[config.mk]
export PLATFORM = sky130hd
export DESIGN_NAME = seg7_display_scan
export DESIGN_NICKNAME = d
export VERILOG_FILES = /design/src/rtl/seg7_display_scan.sv
export SDC_FILE = /design/constraint.sdc
export NUM_CORES = 1
export LEC_CHECK = 0
export CAP_MARGIN = 5
export CORE_MARGIN = 2
export CORE_UTILIZATION = 43
export CTS_BUF_LIST = sky130_fd_sc_hd__clkbuf_16
export CTS_CLUSTER_SIZE = 30
export DETAILED_ROUTE_END_ITERATION = 8
export GPL_TIMING_DRIVEN = 0
export MAX_ROUTING_LAYER = met4
export PLACE_DENSITY = 0.74
export SLEW_MARGIN = 20
export SYNTH_ARGS = -nofsm -noshare
export SYNTH_HDL_FRONTEND = slang
export SYNTH_SLANG_ARGS = --single-unit
[constraint.sdc]
create_clock -name clk -period 6.8 [get_ports clk]
set_clock_uncertainty 0.15 [all_clocks]
set_input_delay 1.36 -clock clk [delete_from_list [all_inputs] [get_ports clk]]
set_output_delay 1.36 -clock clk [all_outputs]
set_load 0.01 [all_outputs]
[src/rtl/seg7_display_scan.sv]
// seg7_display_scan
// Board-level display stage. It shows one of five 32-bit CPU values in hex on an
// 8-digit multiplexed 7-segment display, and a debounced pushbutton steps through
// the sources. All outputs are registered and blank until the first scan tick
// after reset.
module seg7_display_scan #(
  parameter int SCAN_DIV  = 100000,
  parameter int DB_CYCLES = 1000000
) (
  input  logic        clk,
  input  logic        clr,
  input  logic        btn_sel,
  input  logic [31:0] leddata,
  input  logic [31:0] count_cycle,
  input  logic [31:0] count_branch,
  input  logic [31:0] count_jmp,
  input  logic [31:0] mem_probe,
  output logic [7:0]  an,
  output logic [6:0]  seg,
  output logic        dp,
  output logic [2:0]  src_sel
);

  localparam int SCAN_W = $clog2(SCAN_DIV);
  localparam int DB_W   = $clog2(DB_CYCLES);
  localparam logic [SCAN_W-1:0] SCAN_MAX = SCAN_W'(SCAN_DIV - 1);
  localparam logic [DB_W-1:0]   DB_MAX   = DB_W'(DB_CYCLES - 1);

  logic [SCAN_W-1:0] scan_cnt;
  logic              tick;
  logic [2:0]        digit;
  logic [2:0]        digit_next;
  logic [31:0]       shadow;
  logic [31:0]       shadow_next;
  logic [31:0]       src_word;
  logic              frame_start;
  logic              lit;
  logic              lit_next;
  logic [3:0]        nibble;

  logic              sync1;
  logic              btn_s;
  logic              stable;
  logic [DB_W-1:0]   db_cnt;
  logic              db_done;
  logic              btn_rise;
  logic [2:0]        src_sel_next;

  // Active-low hex segment patterns {g,f,e,d,c,b,a}.
  function automatic logic [6:0] hex_to_seg(input logic [3:0] val);
    logic [6:0] pattern;
    case (val)
      4'h0: pattern = 7'h40;
      4'h1: pattern = 7'h79;
      4'h2: pattern = 7'h24;
      4'h3: pattern = 7'h30;
      4'h4: pattern = 7'h19;
      4'h5: pattern = 7'h12;
      4'h6: pattern = 7'h02;
      4'h7: pattern = 7'h78;
      4'h8: pattern = 7'h00;
      4'h9: pattern = 7'h10;
      4'hA: pattern = 7'h08;
      4'hB: pattern = 7'h03;
      4'hC: pattern = 7'h46;
      4'hD: pattern = 7'h21;
      4'hE: pattern = 7'h06;
      default: pattern = 7'h0E;
    endcase
    return pattern;
  endfunction

  assign tick        = (scan_cnt == SCAN_MAX);
  assign frame_start = tick && (digit == 3'd7);
  assign db_done     = (btn_s != stable) && (db_cnt == DB_MAX);
  assign btn_rise    = db_done && btn_s;

  // Select the current source; out-of-range selects fall back to source 0.
  always_comb begin
    src_word = leddata;
    case (src_sel)
      3'd1:    src_word = count_cycle;
      3'd2:    src_word = count_branch;
      3'd3:    src_word = count_jmp;
      3'd4:    src_word = mem_probe;
      default: src_word = leddata;
    endcase
  end

  // Next digit, snapshot, source index and the nibble that the new digit will show.
  always_comb begin
    digit_next   = tick ? digit + 3'd1 : digit;
    shadow_next  = frame_start ? src_word : shadow;
    lit_next     = lit | tick;
    src_sel_next = src_sel;
    if (btn_rise) begin
      src_sel_next = (src_sel >= 3'd4) ? 3'd0 : src_sel + 3'd1;
    end
    nibble = shadow_next[{digit_next, 2'b00} +: 4];
  end

  // Scan divider, digit pointer and frame snapshot.
  always_ff @(posedge clk or negedge clr) begin
    if (!clr) begin
      scan_cnt <= '0;
      digit    <= 3'd7;
      shadow   <= '0;
      lit      <= 1'b0;
    end else begin
      scan_cnt <= tick ? '0 : scan_cnt + SCAN_W'(1);
      digit    <= digit_next;
      shadow   <= shadow_next;
      lit      <= lit_next;
    end
  end

  // Button synchronizer, debounce counter and source stepping on each accepted press.
  always_ff @(posedge clk or negedge clr) begin
    if (!clr) begin
      sync1   <= 1'b0;
      btn_s   <= 1'b0;
      stable  <= 1'b0;
      db_cnt  <= '0;
      src_sel <= 3'd0;
    end else begin
      sync1   <= btn_sel;
      btn_s   <= sync1;
      src_sel <= src_sel_next;
      if (btn_s == stable) begin
        db_cnt <= '0;
      end else if (db_done) begin
        stable <= btn_s;
        db_cnt <= '0;
      end else begin
        db_cnt <= db_cnt + DB_W'(1);
      end
    end
  end

  // Registered display drive; dp tracks the source index every cycle once lit.
  always_ff @(posedge clk or negedge clr) begin
    if (!clr) begin
      an  <= 8'hFF;
      seg <= 7'h7F;
      dp  <= 1'b1;
    end else begin
      if (tick) begin
        an  <= ~(8'b1 << digit_next);
        seg <= hex_to_seg(nibble);
      end
      dp <= lit_next ? (digit_next != src_sel_next) : 1'b1;
    end
  end

endmodule

==> Yosys cells after proc, flatten, opt, wreduce, memory -nomap -nowiden <==
Memories as Yosys holds them, arrays and structs flattened. A register that Yosys moved wholly into a read port is not among the register bits.
Index checks and enable logic that the tools add are counted.
{ "classes": {"add_sub_neg": 4, "n_lt_le_gt_ge": 1, "n_eq_ne": 10, "n_shift": 2, "mux": 9, "n_bitwise": 3, "reduce_logical": 5} }
{ "op_table": {"columns": ["operator", "count"], "rows": [
  ["32-bit case mux with 4 select lines", 1],
  ["20-bit 2-to-1 mux", 2],
  ["32-bit 2-to-1 mux", 1],
  ["32-bit by 6-bit variable part select with 4-bit output", 1],
  ["20-bit by 1-bit adder with 20-bit output, second input constant", 1],
  ["20-bit equality test, second input constant", 1],
  ["17-bit by 1-bit adder with 17-bit output, second input constant", 1],
  ["17-bit equality test, second input constant", 1],
  ["17-bit 2-to-1 mux", 1],
  ["3-bit 2-to-1 mux", 3],
  ["8-bit NOT", 1],
  ["1-bit by 3-bit << shifter with 8-bit output, first input constant", 1],
  ["3-bit by 1-bit adder with 3-bit output, second input constant", 2],
  ["3-bit by 2-bit equality test with 1-bit output, second input constant", 2],
  ["3-bit equality test, second input constant", 2],
  ["3-bit by 1-bit equality test with 1-bit output, second input constant", 1],
  ["3-bit >= comparator, second input constant", 1],
  ["1-bit logical AND", 3],
  ["3-bit inequality test", 1],
  ["2-bit AND reduction", 1],
  ["1-bit equality test", 1],
  ["1-bit zero test", 1],
  ["1-bit 2-to-1 mux", 1],
  ["1-bit inequality test", 1],
  ["other kinds (2)", 2]
]} }
{ "totals": {"register_bits": 88, "romBits": 112, "output_inout_bits": 19, "elab_cells": 46, "n_memories": 1} }
{ "mem_list": {"columns": ["name", "words", "word_bits", "read_ports", "rd_ports_with_merged_regs", "write_ports", "line_no", "text"], "rows": [
  ["(name not given)", 16, 7, 1, 1, 0, "52", "case (val)"]
]} }

==> Logic depth before layout (Yosys ltp) <==
{ "depth": {"word_depth": 6, "depth_mapped": 20, "depth_no_buf": 14} }

==> Least setup slack after synthesis <==
OpenSTA, ideal clock, no wires.
{ "synth_timing": {"kind": "register -> register", "from": "register src_sel[2]", "to": "register seg[3]", "arrival_time_ps": 4140, "required_time_ps": 6567, "path_slack_ps": 2427, "stages_incl_launch_ff": 20, "path_cell_list": "dfrtp_1 > clkbuf_1 > clkbuf_1 > clkbuf_1 > clkbuf_1 > inv_1 > ha_1 > clkbuf_1 > buf_1 > nand2_1 > nand4_1 > mux2i_1 > mux4_2 > or2_2 > a32oi_1 > inv_1 > ha_1 > inv_1 > mux2i_1 > a221o_1"} }
{ "synth_between": {"elab_chain_len": 4} }
{ "synth_rtl": {"columns": ["element", "line_no", "text"], "rows": [
  ["start: declaration", "21", "output logic [2:0] src_sel"],
  ["start signal: assignment", "128", "src_sel <= src_sel_next;"],
  ["3-bit equality test, or another cell as far along", "81", "case (src_sel)"],
  ["32-bit case mux with 4 select lines (*)", "81", null],
  ["32-bit 2-to-1 mux (*)", "93", "shadow_next = frame_start ? src_word : shadow;"],
  ["32-bit by 6-bit variable part select with 4-bit output (*)", "99", "nibble = shadow_next[{digit_next, 2'b00} +: 4];"],
  ["end: declaration", "19", "output logic [6:0] seg,"]
]} }
Every way passes the cells marked *; elsewhere a longest branch is shown, timed or not.
A chain may end at the register's enable or synchronous reset.

==> Worst setup path in the final report <==
Ends and elaborated chain as after synthesis.

==> summary.md <==
The run finished with clean final reports. The filler cells instantiated in the layout total 1271. Total number of vias: 6038. Across the run, the number of max-cap violations was 0.

The top flip-flop cell by instance count after synthesis is sky130_fd_sc_hd__dfrtp_1. The largest total area in the synthesized netlist belongs to sky130_fd_sc_hd__dfrtp_1. Clock-pin slew was measured on the worst setup and hold paths at 60 ps.

The DRC violation count after routing is 0, and the met1 track utilization from global routing is 0.319. The final total negative setup slack was 0 ps; the actual slew at the worst max-slew pin was 821 ps. Global routing met2 resource utilization: 0.428.

The number of clock buffers inserted by TritonCTS came out at 9. The via count of the first global-routing pass came out at 6028. In this run the mean area of a mapped cell was 8.90 sq um. The first global-routing pass estimated 31800 um of wire. The number of antenna violations at the first check in global routing is 0, and the count of cell types in the netlist is 72.

Once detail routing completed, the nets flagged for antenna violations numbered 0. The register area share after synthesis came out at 0.384. The most numerous cell in the Yosys netlist was sky130_fd_sc_hd__dfrtp_1. Ranked by total cell area, the synthesized netlist is headed by sky130_fd_sc_hd__dfrtp_1 30%, sky130_fd_sc_hd__dfstp_2 8.0%, sky130_fd_sc_hd__nand3b_1 5.4%.

The worst setup path category is reg -> reg. Achievable clock frequency: 171 MHz. Setup violations remaining at the end of the flow were counted as 0.

Compared with the post-synthesis result, the final layout area differs by 37.8%. The fraction of synthesized cell area taken by the top area cell type came out at 0.304. In the synthesized netlist, the cells that appear most often are 76 x sky130_fd_sc_hd__dfrtp_1, 71 x sky130_fd_sc_hd__nand2_1, 58 x sky130_fd_sc_hd__nor2_1.

In the final routed layout, each cell accounts on average for 18.1 um. The number of standard-cell rows in the floorplan is 44, and the number of hold-repair buffers added at the cts stage is 0. Excluding fillers, the count of instances in the completed layout stands at 1085.

The total power divided by cell area is 139 mW/mm^2, and the number of top-level pins is 182. The insertion delay to the later sink of the worst-skew pair was 340 ps; the yosys synthesis warning count was 0. For the starting utilization of the core area, the log shows 0.435.

Critical-path maximum fanout: 10. The number of pins with negative max-slew slack in the final report was 0; the part of the cycle the worst path needs was 0.860. CTS built an H-tree with a depth of 3.

The first detailed-routing pass ran for 5 iterations. All-layer global routing usage: 0.263. The global routing's busiest layer is met2. In this run the post-CTS setup repair buffer count came out at 0. The synthesized cell area came out at 0.00625 sq mm.

The logs give 1069 for the count of placed standard cells including taps and 95 for the clock sink count. The fraction of layout instances using a drive strength above 1 came out at 0.0910. The logs give 0 for the number of hold violations in the final report and 0.898 for the final weighted congestion in routability-driven placement. Number of cells produced by synthesis: 703. In this run the tool buffered the top-level ports with 181 buffer cells.

The worst path needs 5850 ps of the cycle, external delays included. Summed over all layers, the routed wires come to 19600 um. The worst setup path is captured at a flip-flop. The die is 125 um wide. The tools report the master cell of the clock root buffer as sky130_fd_sc_hd__clkbuf_16. In this run, synthesis inferred 0 flip-flops with an integrated enable.

The wire-length estimate of the detail-placed layout is 15100 um. The signal arrival time at the worst endpoint was 5960 ps. The tools report the final net count as 1074.

The tools report the category of the worst setup path launch point as a flip-flop. The longest clock path from root to sink contains 2 buffers. Entering global routing, the biggest net connects 67 pins. STA puts the critical path data required time at 6920 ps. The detailed router finished its first iteration with 318 violations.

Setup repair after global routing left no endpoint under its margin. The class of the worst hold path is reg -> reg. Summed over all layers, the global routing overflow is 0. In this run, synthesis produced a sequential element count of 95. The met3 track demand over resource in global routing is 0.0464.

For the area of the die, the log shows 0.0155 sq mm. In this run the static leakage power is 3.47 nW. TritonCTS built the clock tree. The logs give 0.0144 sq mm for the total core area and 0 for the number of antenna diodes. The logs give 0.449 for the headroom to the max-slew limit and 0 for the number of gates given a new drive strength after cts.

The post-synthesis async set-or-reset flop share came out at 1.00. The via count normalized by instance count came out at 5.56. Across the VDD grid, the largest voltage drop is 0.000142 V. In this run the vertical extent of the chip is 125 um. When the netlist entered floorplanning its net count stood at 881.
metal layers:
layer	wire, um	up-vias
met2	9580	217
met3	1120	49
met1	8040	2876
met4	908	0
li1	-	2896
met5	0	-
per-stage QoR:
stage | setup WS (ps) | power [mW] | cell area (sq um) | util | hold slack (ps)
final | 952 | 1.20 | 8610 | 0.600 | 230
after floorplan | 2430 | 0.595 | 6250 | - | 181
after CTS | 1010 | 1.21 | 8610 | 0.600 | 225
after global routing | 571 | 1.24 | 8610 | 0.600 | 229
after detailed placement | 1030 | 0.708 | 8320 | 0.579 | 210
after global placement | 742 | 0.705 | 8300 | 0.577 | 203
layout make-up:
type,instances,area (sq um),area share
well taps,184,230,0.0267
multi-input cells,514,3460,0.402
clock buffers,9,225,0.0261
flip-flops and latches,95,2400,0.279
clock inverters,7,65.1,0.00755
repair buffers,182,1840,0.214
inverters,45,171,0.0199
plain buffers,49,219,0.0254
final timing paths:
path	from	to	slack, ps	depth (start not counted)
setup / recovery	src_sel[2]	seg[3]	950	19
hold / removal	sync1	btn_s	230	0
setup reg to reg	src_sel[2]	seg[3]	950	19
hold reg to reg	sync1	btn_s	230	0
max in group asynchronous	clr	seg[1]	5110	2
min in group asynchronous	clr	shadow[1]	730	1
critical path, stage by stage (launching register included):
cell and delay [ps]:
sky130_fd_sc_hd__dfrtp_1 490, sky130_fd_sc_hd__clkbuf_1 240, sky130_fd_sc_hd__clkbuf_1 250, sky130_fd_sc_hd__clkbuf_1 290, sky130_fd_sc_hd__clkbuf_1 330, sky130_fd_sc_hd__inv_1 150, sky130_fd_sc_hd__ha_1 280, sky130_fd_sc_hd__clkbuf_1 520
sky130_fd_sc_hd__buf_1 470, sky130_fd_sc_hd__nand2_1 110, sky130_fd_sc_hd__nand4_1 160, sky130_fd_sc_hd__mux2i_1 130, sky130_fd_sc_hd__mux4_2 470, sky130_fd_sc_hd__or2_2 280, sky130_fd_sc_hd__a32oi_1 460, sky130_fd_sc_hd__inv_1 200
sky130_fd_sc_hd__ha_1 280, sky130_fd_sc_hd__inv_1 120, sky130_fd_sc_hd__mux2i_1 80, sky130_fd_sc_hd__a221o_1 300
flip-flops by register name (all words and copies together), names as in the netlist:
register / cells
scan_cnt: 17
shadow: 32
seg: 7
src_sel: 3
db_cnt: 20
stable: 1
an: 8
btn_s: 1
digit: 3
dp: 1
lit: 1
sync1: 1
cell usage in the layout (no fill, tap or decap), types with 4 or more instances in the layout:
cell type	n
sky130_fd_sc_hd__mux2_2	7
sky130_fd_sc_hd__nand3b_1	45
sky130_fd_sc_hd__clkdlybuf4s50_1	180
sky130_fd_sc_hd__and2_1	5
sky130_fd_sc_hd__and3_1	12
sky130_fd_sc_hd__dfrtp_1	76
sky130_fd_sc_hd__nand2_1	71
sky130_fd_sc_hd__a21oi_1	11
sky130_fd_sc_hd__clkbuf_16	9
sky130_fd_sc_hd__a31o_2	5
sky130_fd_sc_hd__inv_1	45
sky130_fd_sc_hd__buf_6	4
sky130_fd_sc_hd__o2111ai_1	11
sky130_fd_sc_hd__nor3_1	6
sky130_fd_sc_hd__nand3_1	45
sky130_fd_sc_hd__buf_1	9
sky130_fd_sc_hd__a21o_1	4
sky130_fd_sc_hd__xor2_1	16
sky130_fd_sc_hd__a22oi_1	18
sky130_fd_sc_hd__buf_2	7
sky130_fd_sc_hd__mux2i_1	24
sky130_fd_sc_hd__clkbuf_1	29
sky130_fd_sc_hd__ha_1	15
sky130_fd_sc_hd__a31oi_1	6
sky130_fd_sc_hd__xnor2_1	21
sky130_fd_sc_hd__o211ai_1	12
sky130_fd_sc_hd__o21ai_0	30
sky130_fd_sc_hd__dfstp_2	19
sky130_fd_sc_hd__nand4_1	28
sky130_fd_sc_hd__nor2_1	58
cell families after synthesis:
kind of cell    after synthesis  synth area share
fa+ha+maj                    15            0.0300
flops                        95             0.384
compound gates              127             0.147
mux                          36            0.0690
xor+xnor                     37            0.0518
buf+inv                      94            0.0624
simple gates                299             0.256
where the power goes:
group	internal [mW]	switching, mW
clock network	0.282	0.215
registers	0.569	0.00199
logic	0.0912	0.0360
Power figures use the tool's default switching activity.
==> patch, RTL diff (same settings) <==
Set the parameter `SCAN_DIV` to 50000 (it was 100000).
--- a/src/rtl/seg7_display_scan.sv
+++ b/src/rtl/seg7_display_scan.sv
@@ -6,3 +6,3 @@
 module seg7_display_scan #(
-  parameter int SCAN_DIV  = 100000,
+  parameter int SCAN_DIV  = 50000,
   parameter int DB_CYCLES = 1000000
Check against the original RTL: same outputs for any inputs over 10 cycles, from zero or initial values; that may be too few to reach the edited logic, so the function may still have changed.
==> patch against the original RTL <==
- setup slack better by 1000 ps
- highest routed layer unchanged
- global-route usage is essentially flat
- routed wire length decreased by 8.5%
- sequential share of layout area is 1.6 points higher
- first-iteration DRC count up 63%
- synthesized area down 8.4%
- die area is 8.2% lower
- sequential cell count fell by 1
- power up 0.22%
- cell area shrank 6.4%
- largest cell class unchanged
- clock power down 3%
- cell count is 11% lower
==> patch: results (changes against the original RTL) <==
The ratio of cells with drive above 1 in the final layout is 9.34% (was 9.10%). The complex-gate fraction of the synthesized area came to 25.0% (was 14.7%). The share of synthesized area spent on multiplexers is 3.10% (was 6.90%). Outcome: finished clean (unchanged).

The worst path required time came out at 6910 ps (was 6920 ps). The via count is 5533 (was 6038). The overall routing resource usage came to 26.3% (about the same). The number of nets at the end of the flow was 965 (was 1074). The sequential cell area fraction in the yosys report came out at 41.5% (was 38.4%). The placed wire-length estimate after detailed placement was 13.9 mm (was 15.1 mm). The highest-delay cell along the critical path is sky130_fd_sc_hd__a211oi_2 (was sky130_fd_sc_hd__clkbuf_1).

The number of global-route vias before repair came out at 5592 (was 6028). The remaining max-slew budget at the tightest pin was 51.9% (was 44.9%). The area occupied by registers is 0.00238 mm² (was 0.00240 mm²). Most numerous cell types in the synthesized netlist: sky130_fd_sc_hd__dfrtp_1 (75), sky130_fd_sc_hd__nor2_1 (61), sky130_fd_sc_hd__a22oi_1 (59) (was sky130_fd_sc_hd__dfrtp_1 (76), sky130_fd_sc_hd__nand2_1 (71), sky130_fd_sc_hd__nor2_1 (58)). The detailed router's first-iteration violation count came out at 519 (was 318). The adder and majority cell fraction of the synthesized area was 3.28% (was 3.00%). The count of distinct cell types in the synthesized netlist was 69 (was 72). The xor/xnor cell area share of the yosys netlist is 5.83% (was 5.18%). Largest cells by area after synthesis: sky130_fd_sc_hd__dfrtp_1 (33%), sky130_fd_sc_hd__dfstp_2 (8.7%), sky130_fd_sc_hd__a22oi_1 (7.7%) (was sky130_fd_sc_hd__dfrtp_1 (30%), sky130_fd_sc_hd__dfstp_2 (8.0%), sky130_fd_sc_hd__nand3b_1 (5.4%)).

The number of fill cells in the layout came out at 1136 (was 1271). The final wirelength came out at 18.0 mm (was 19.6 mm). The wire length of the first global-routing pass is 28.8 mm (was 31.8 mm). The cell area reported after detailed placement was 0.00778 mm² (was 0.00832 mm²).

The ratio of final minimum period to clock period is 70.7% (was 86.0%). The net count after synthesis came out at 772 (was 881).
-- patch: path summary, 6_finish.rpt --
| path | from | end | depth (start not counted) |
|---|---|---|---|
| min reg2reg | sync1 | btn_s | 0 |
| min | sync1 | btn_s | 0 |
| max | src_sel[2] | seg[5] | 16 |
| max in group asynchronous | clr | dp | 2 |
| max reg2reg | src_sel[2] | seg[5] | 16 |
| min in group asynchronous | clr | shadow[22] | 1 |
-- patch: layout make-up --
cell class	count	area share, %
Clock inverter	7	0.667
Sequential cell	94	29.5
Inverter	15	0.698
Clock buffer	9	2.79
Multi-Input combinational cell	446	38.5
Tap cell	176	2.73
Timing Repair Buffer	182	22.8
Buffer	39	2.36
-- patch: logic make-up (layout without fill, tap and decap cells) --
logic type               count (synthesis)  after routing
AO/OA/AOI/OAI                          187            187
buffers and inverters                   54            252
XOR/XNOR                                36             36
AND/OR/NAND/NOR                        193            193
flip-flops                              94             94
multiplexers                            15             15
adder cells (fa/ha/maj)                 15             15
-- patch: where the power goes --
part	switching, µW	internal (µW)	total, µW
Clock	204	278	482
Combinational	46.2	97.2	143
Sequential	3.57	569	573
-- patch: layer usage --
layer / global-route usage [%] / up-vias / wire [µm]
met5: - / - / 0
met4: 9.26 / 0 / 491
met3: 3.59 / 38 / 772
met2: 42.3 / 180 / 8940
met1: 34.4 / 2723 / 7770
li1: - / 2592 / -
-- patch: per-stage QoR --
step	cells	total power (µW)	hold slack [ps]
after floorplan	594	607	181
after global placement	951	720	186
after detailed placement	952	725	185
after CTS	968	1210	199
after global routing	968	1240	200
final	968	1200	199
